<file path="config.mk">
export PLATFORM = sky130hd
export DESIGN_NAME = ahb_master
export DESIGN_NICKNAME = d
export VERILOG_FILES = /design/src/rtl/ahb_master.sv
export SDC_FILE = /design/constraint.sdc
export NUM_CORES = 1
export LEC_CHECK = 0
export BUFFER_PORTS_ARGS = -buffer_cell sky130_fd_sc_hd__buf_2
export CAP_MARGIN = 20
export CORE_MARGIN = 8
export CORE_UTILIZATION = 26
export CTS_CLUSTER_DIAMETER = 150
export CTS_CLUSTER_SIZE = 30
export DETAILED_ROUTE_END_ITERATION = 10
export SLEW_MARGIN = 0
export SYNTH_ARGS = -nofsm -noshare
export SYNTH_HDL_FRONTEND = slang
export SYNTH_SLANG_ARGS = --single-unit
</file>
<file path="constraint.sdc">
create_clock -name clk -period 3.6 [get_ports clk]
set_input_delay 0 -clock clk [delete_from_list [all_inputs] [get_ports clk]]
set_output_delay 0 -clock clk [all_outputs]
set_load 0.05 [all_outputs]
</file>
<file path="src/rtl/ahb_master.sv">
// AHB-Lite single-master front end: core load/store requests in, one address
// phase overlapped with one data phase, one response per request out.
module ahb_master (
   input  logic        clk,
   input  logic        reset,
   input  logic        req_valid,
   output logic        req_ready,
   input  logic [31:0] req_addr,
   input  logic        req_write,
   input  logic [2:0]  req_size,
   input  logic [3:0]  req_prot,
   input  logic        req_signed,
   input  logic [31:0] req_wdata,
   output logic        rsp_valid,
   output logic [31:0] rsp_rdata,
   output logic        rsp_err,
   output logic [31:0] haddr,
   output logic [1:0]  htrans,
   output logic        hwrite,
   output logic [2:0]  hsize,
   output logic [3:0]  hprot,
   output logic        is_signed,
   output logic [31:0] hwdata,
   input  logic [31:0] hr_data,
   input  logic        hready,
   input  logic        hresp
);

   typedef enum logic [1:0] {
      HTRANS_IDLE   = 2'b00,
      HTRANS_NONSEQ = 2'b10
   } htrans_e;

   logic        dp_valid_q,  dp_valid_d;
   logic        dp_fault_q,  dp_fault_d;
   logic        dp_write_q,  dp_write_d;
   logic [2:0]  dp_size_q,   dp_size_d;
   logic [1:0]  dp_lo_q,     dp_lo_d;
   logic        dp_signed_q, dp_signed_d;
   logic [31:0] dp_wdata_q,  dp_wdata_d;

   logic        legal;
   logic        cancel;
   logic        accept;
   logic [7:0]  rd_byte;
   logic [15:0] rd_half;
   htrans_e     htrans_e_w;

   always_comb begin
      legal = 1'b0;
      case (req_size)
         3'd0:    legal = 1'b1;
         3'd1:    legal = ~req_addr[0];
         3'd2:    legal = (req_addr[1:0] == 2'b00);
         default: legal = 1'b0;
      endcase
   end

   // First ERROR cycle: the pending address must not be issued.
   assign cancel    = dp_valid_q & hresp & ~hready;
   assign req_ready = hready & ~cancel;
   assign accept    = req_valid & req_ready;

   assign htrans_e_w = (req_valid && legal && !cancel) ? HTRANS_NONSEQ : HTRANS_IDLE;
   assign htrans     = htrans_e_w;
   assign haddr      = req_addr;
   assign hwrite     = req_write;
   assign hsize      = req_size;
   assign hprot      = req_prot;
   assign is_signed  = req_signed;

   always_comb begin
      dp_valid_d  = dp_valid_q;
      dp_fault_d  = dp_fault_q;
      dp_write_d  = dp_write_q;
      dp_size_d   = dp_size_q;
      dp_lo_d     = dp_lo_q;
      dp_signed_d = dp_signed_q;
      dp_wdata_d  = dp_wdata_q;
      if (hready) begin
         if (accept) begin
            dp_valid_d  = 1'b1;
            dp_fault_d  = ~legal;
            dp_write_d  = req_write;
            dp_size_d   = req_size;
            dp_lo_d     = req_addr[1:0];
            dp_signed_d = req_signed;
            dp_wdata_d  = req_wdata;
         end else begin
            dp_valid_d = 1'b0;
         end
      end
   end

   always_ff @(posedge clk) begin
      if (reset) dp_valid_q <= 1'b0;
      else       dp_valid_q <= dp_valid_d;
   end

   always_ff @(posedge clk) begin
      dp_fault_q  <= dp_fault_d;
      dp_write_q  <= dp_write_d;
      dp_size_q   <= dp_size_d;
      dp_lo_q     <= dp_lo_d;
      dp_signed_q <= dp_signed_d;
      dp_wdata_q  <= dp_wdata_d;
   end

   always_comb begin
      hwdata = '0;
      if (dp_valid_q && dp_write_q) begin
         case (dp_size_q)
            3'd0:    hwdata = {4{dp_wdata_q[7:0]}};
            3'd1:    hwdata = {2{dp_wdata_q[15:0]}};
            default: hwdata = dp_wdata_q;
         endcase
      end
   end

   assign rd_byte = hr_data[{dp_lo_q, 3'b000} +: 8];
   assign rd_half = hr_data[{dp_lo_q[1], 4'b0000} +: 16];

   assign rsp_valid = dp_valid_q & hready;
   assign rsp_err   = rsp_valid & (dp_fault_q | hresp);

   always_comb begin
      rsp_rdata = '0;
      if (rsp_valid && !dp_fault_q && !hresp && !dp_write_q) begin
         case (dp_size_q)
            3'd0:    rsp_rdata = {{24{dp_signed_q & rd_byte[7]}}, rd_byte};
            3'd1:    rsp_rdata = {{16{dp_signed_q & rd_half[15]}}, rd_half};
            default: rsp_rdata = hr_data;
         endcase
      end
   end

endmodule

</file>
# == Word-level counts from Yosys, hierarchy flattened ==
# Cells that the tools add are included.
# word_totals
wordCells,46
register_bits,41
# op_classes
n_bitwise,13
muxes,7
n_eq_ne,3
n_reduce_logical,14
shifts,2
# ops
operator,count
$pmux 32 s2,2
$mux 32,2
$shiftx 32x6->16,1
$shiftx 32x6->8,1
$and 1x1->1,8
$eq 3x1->1 const B,2
$logic_and 1x1->1,6
$logic_not 3->1,2
$logic_not 1->1,4
$not 1->1,4
$eq 3x2->1 const B,1
$pmux 1 s3,1
$logic_not 2->1,1
$mux 2,1
$reduce_and 2->1,1
$mux 1,1
$or 1x1->1,1

# == Logic depth before layout (Yosys ltp) ==
# logic_depth
depth_word,6
ltp_mapped,5

# == Least setup slack after synthesis ==
# No wires, ideal clock.
# synth_timing
kind,reg2out
startpoint,register dp_valid_q
endpoint,output rsp_rdata[17]
arrival_time_ps,2426
stages_incl_launch_ff,5
n_path_buf,1
slack_ps,1174
path_cell_list,dfxtp_1 -> and2_1 -> nand2_1 -> clkbuf_1 -> a211oi_1
# synth_via
elab_chain_len,5
# synth_lines
element,line_no,text
start: declaration,34,"logic dp_valid_q, dp_valid_d;"
start signal: assignment,97,else dp_valid_q <= dp_valid_d;
$and 1x1->1,123,assign rsp_valid = dp_valid_q & hready;
named net rsp_valid,14,"output logic rsp_valid,"
$logic_and 1x1->1 (3 in series),128,if (rsp_valid && !dp_fault_q && !hresp && !dp_write_q) begin
$mux 32,128,
end: declaration,15,"output logic [31:0] rsp_rdata,"
# The timed path passes the listed nets, and every way through them passes these cells.

# == Final worst setup path ==
# layout_timing
startpoint,register dp_size_q[0]
endpoint,output hwdata[14]
# layout_via
elab_chain_len,3
word_cells_on_any_way,4
cone_classes,eq/ne (1); mux (2); reduce/logical (1)
# layout_lines
element,line_no,text
start: declaration,37,"logic [2:0] dp_size_q, dp_size_d;"
start signal: assignment,103,dp_size_q <= dp_size_d;
$eq 3x1->1 or $logic_not 3->1 (tied branches),112,case (dp_size_q)
$pmux 32 s2 *,112,
$mux 32 *,111,if (dp_valid_q && dp_write_q) begin
end: declaration,23,"output logic [31:0] hwdata,"
# Mark *: on every way between the ends. The rest lies on a longest branch, timed or not.

==> results.toml <==
[outcome]
run_status = "complete, no violations"

[timing]
timing.final.hold_violations = 0
measured_slew_at_the_worst_slew_check_pin_ns = 1.040
timing.final.crit_share_pct = 70.24
rsz0062_at_grt = "no"
whs_ns = 0.00001932
timing.max_slew.rel_slack_pct = 30.14
max_freq_mhz = 395.5
total_negative_slack_for_setup_checks_ns = 0
final_setup_violating_endpoints = 0
slew_violations = 0
clock-skew-final_ns = 0
post-route-min-period_ns = 2.528

[setup_path]
crit_arrival_ns = 2.53
worst_r2r_startpoint = "dp_valid_q"
cp_data_required_time_ns = 3.60
timing.setup.critical_path_class = "flip-flop to output pin"
worst-r2r-setup-slack_ns = 2.73
reg2regPathDepth = 2
cp_max_fo = 22
end_kind = "output pin"
crit-reg2reg-capture = "dp_valid_q"
start_kind = "flip-flop"

[pwr]
switching_share_pct = 28.41
p_sw_mw = 0.3988
cellInternalPower_mw = 1.005
p_per_area_mw_per_mm2 = 349.6
clock_network_fraction_of_total_power_pct = 36.1
share_seq_of_total_power_pct = 42.0
power.leakage_nw = 1.860
comb_power_share_pct = 21.9
power.ir.vdd_worst_mv = 0.3028

[min_path]
hold_path_class = "input port to output pin"
hold_start = "req_addr[12]"
worst_hold_path.num_cells = 0
whs_endpoint = "haddr[12]"

[layout]
post_route_cells_drive_above_1_share_pct = 39.41
instances_no_fill = 585
storage_element_area_mm2 = 0.001221
multiInputGateArea_mm2 = 0.001239
finalNetCount = 553
fillCellCount = 1112
synthToLayoutAreaGrowth_pct = 37.14

[synthesis]
synth.cells.most_frequent = "buf_4 (44), edfxtp_1 (40), nor2_1 (34), a211oi_1 (32), nand2_1 (27)"
yosysTopAreaCellShare_pct = 41.03
seq_area_frac_synth_pct = 41.71
synthTopCellsByArea = "edfxtp_1 (41%), buf_4 (11%), a211oi_1 (8.2%), mux2i_1 (5.1%), nor2_1 (4.4%)"
yosys.cell_count.top_type = "buf_4"
ys_async_sr_fraction_pct = 0
syn-instance-count = 310
synth_top_area_cell = "edfxtp_1"
mappedNetlistNets = 420
synth_cell_type_count = 33
yosys_warnings = 0
number_of_enable_type_register_cells_in_the_synthesized_netlist = 40
synth_area_mm2 = 0.002928
ys_flop_type = "edfxtp_1"
synth_area_per_cell_um2 = 9.445
ys_ff_latch = 41

[flow_run]
maxCapViolCount = 0

[global_routing]
grt-ovfl-total = 0
grt_first_pass_wirelength_mm = 16.37
grtUsageTotal_pct = 13.76
vias_in_the_first_global_route = 2994
grt_max_degree = 74
initial_antenna_violation_count = 0

[route]
drt_iter0_markers = 169
routed_via_density = 4.832
firstDrtPassIters = 4
final_antenna_net_count = 0
routed_wirelength_mm = 10.78
route.vias.total = 2827
post-route-drc-count = 0
wl_per_cell_um = 18.42

[clocking]
clkSinkCount = 41
clk_root_buf = "clkbuf_16"
clk_pin_slew_ns = 0.06
cts-hold-fix-buffers = 40
ctsLongestPathBuffers = 2
cts.htree.levels = 2
cts_resized = 0
cts_tree = "built"
clock_buffers_created_by_tritoncts = 5
clk_latency_ns = 0.28
post_cts_buffers = 0

[place]
globalplace.congestion = 0.8230
post-dp-hpwl_mm = 7.956
placedCellCount = 535
numPortBuffers = 150

[floorplan]
die-height_um = 122.1
floorplan.core_area_mm2 = 0.01094
rows = 38
floorplan.io_pins = 220
initial_core_util_pct = 26.77
die-width_um = 122.1
die_area_mm2 = 0.01491
-- flip-flops by register name, indices dropped and copies added (netlist names) --
signal       flops
dp_write_q       1
dp_wdata_q      32
dp_size_q        3
dp_lo_q          2
dp_fault_q       1
dp_signed_q      1
dp_valid_q       1
-- layer usage --
metal / GRT usage, % / routed length [µm]
met2: 23.47 / 5208
met3: 3.517 / 810
met1: 15.82 / 4405
met4: 6.474 / 353
met5: 0 / 0
-- power by group through the flow --
stage	Sequential, mW	Clock (mW)	Combinational [mW]
detailed placement	0.599	0	0.274
global route	0.593	0.530	0.332
global placement	0.598	0	0.273
finish	0.590	0.506	0.308
CTS	0.589	0.511	0.308
floorplan	0.584	0	0.302
-- worst max-delay path by stage --
stage	depth (start not counted)	end	start	slack, ns
5_1_grt	5	hwdata[14]	dp_size_q[0]	0.90
4_1_cts	4	rsp_rdata[18]	dp_valid_q	1.02
3_3_place_gp	4	rsp_rdata[18]	dp_valid_q	1.32
2_1_floorplan	4	rsp_rdata[17]	dp_valid_q	1.17
3_5_place_dp	4	rsp_rdata[18]	dp_valid_q	1.33
6_report	5	hwdata[14]	dp_size_q[0]	1.07
-- critical path, cell delays in order (launching register included) --
cell	delay [ns]
edfxtp_1	0.52
buf_4	0.29
nor3_1	0.82
nand2_1	0.14
a21oi_1	0.17
buf_2	0.31
-- cell families after synthesis --
kind of cell	count (synthesis)	share of synthesized area (%)
compound gates	80	18.97
buf+inv	75	16.28
simple gates	89	14.19
other cells	1	0.1281
mux	24	8.718
flops	41	41.71
-- layout by cell type, fill, tap and decap left out, types with 2 or more instances in the layout --
cell           instances
buf_2                150
edfxtp_1              40
dlygate4sd3_1         40
nor2_1                33
a211oi_1              32
nand2_1               27
a21oi_1               25
mux2i_1               15
nand2b_1               9
mux2_2                 8
inv_1                  8
o21ai_0                8
and3_1                 8
a221oi_1               7
clkbuf_16              5
o21a_1                 3
nand3_1                3
nor3_1                 2
buf_4                  2
-- through the flow --
| stage | util (%) | power (mW) | area [µm²] | setup WS [ns] |
|---|---|---|---|---|
| 6_report | 36.72 | 1.404 | 4015 | 1.072 |
| 3_5_place_dp | 31.37 | 0.8729 | 3431 | 1.334 |
| 4_1_cts | 36.56 | 1.408 | 3998 | 1.020 |
| 2_1_floorplan | - | 0.8859 | 2928 | 1.174 |
| 5_1_grt | 36.69 | 1.456 | 4013 | 0.9013 |
| 3_3_place_gp | 31.37 | 0.8708 | 3431 | 1.316 |
-- area by class of cell --
type,instances,area share (%)
Multi-Input combinational cell,194,30.85
Sequential cell,41,30.41
Timing Repair Buffer,193,29.42
Tap cell,140,4.363
Clock buffer,5,3.116
Clock inverter,3,1.028
Inverter,8,0.7479
Antenna cell,1,0.06232
Power figures use the tool's default switching activity.
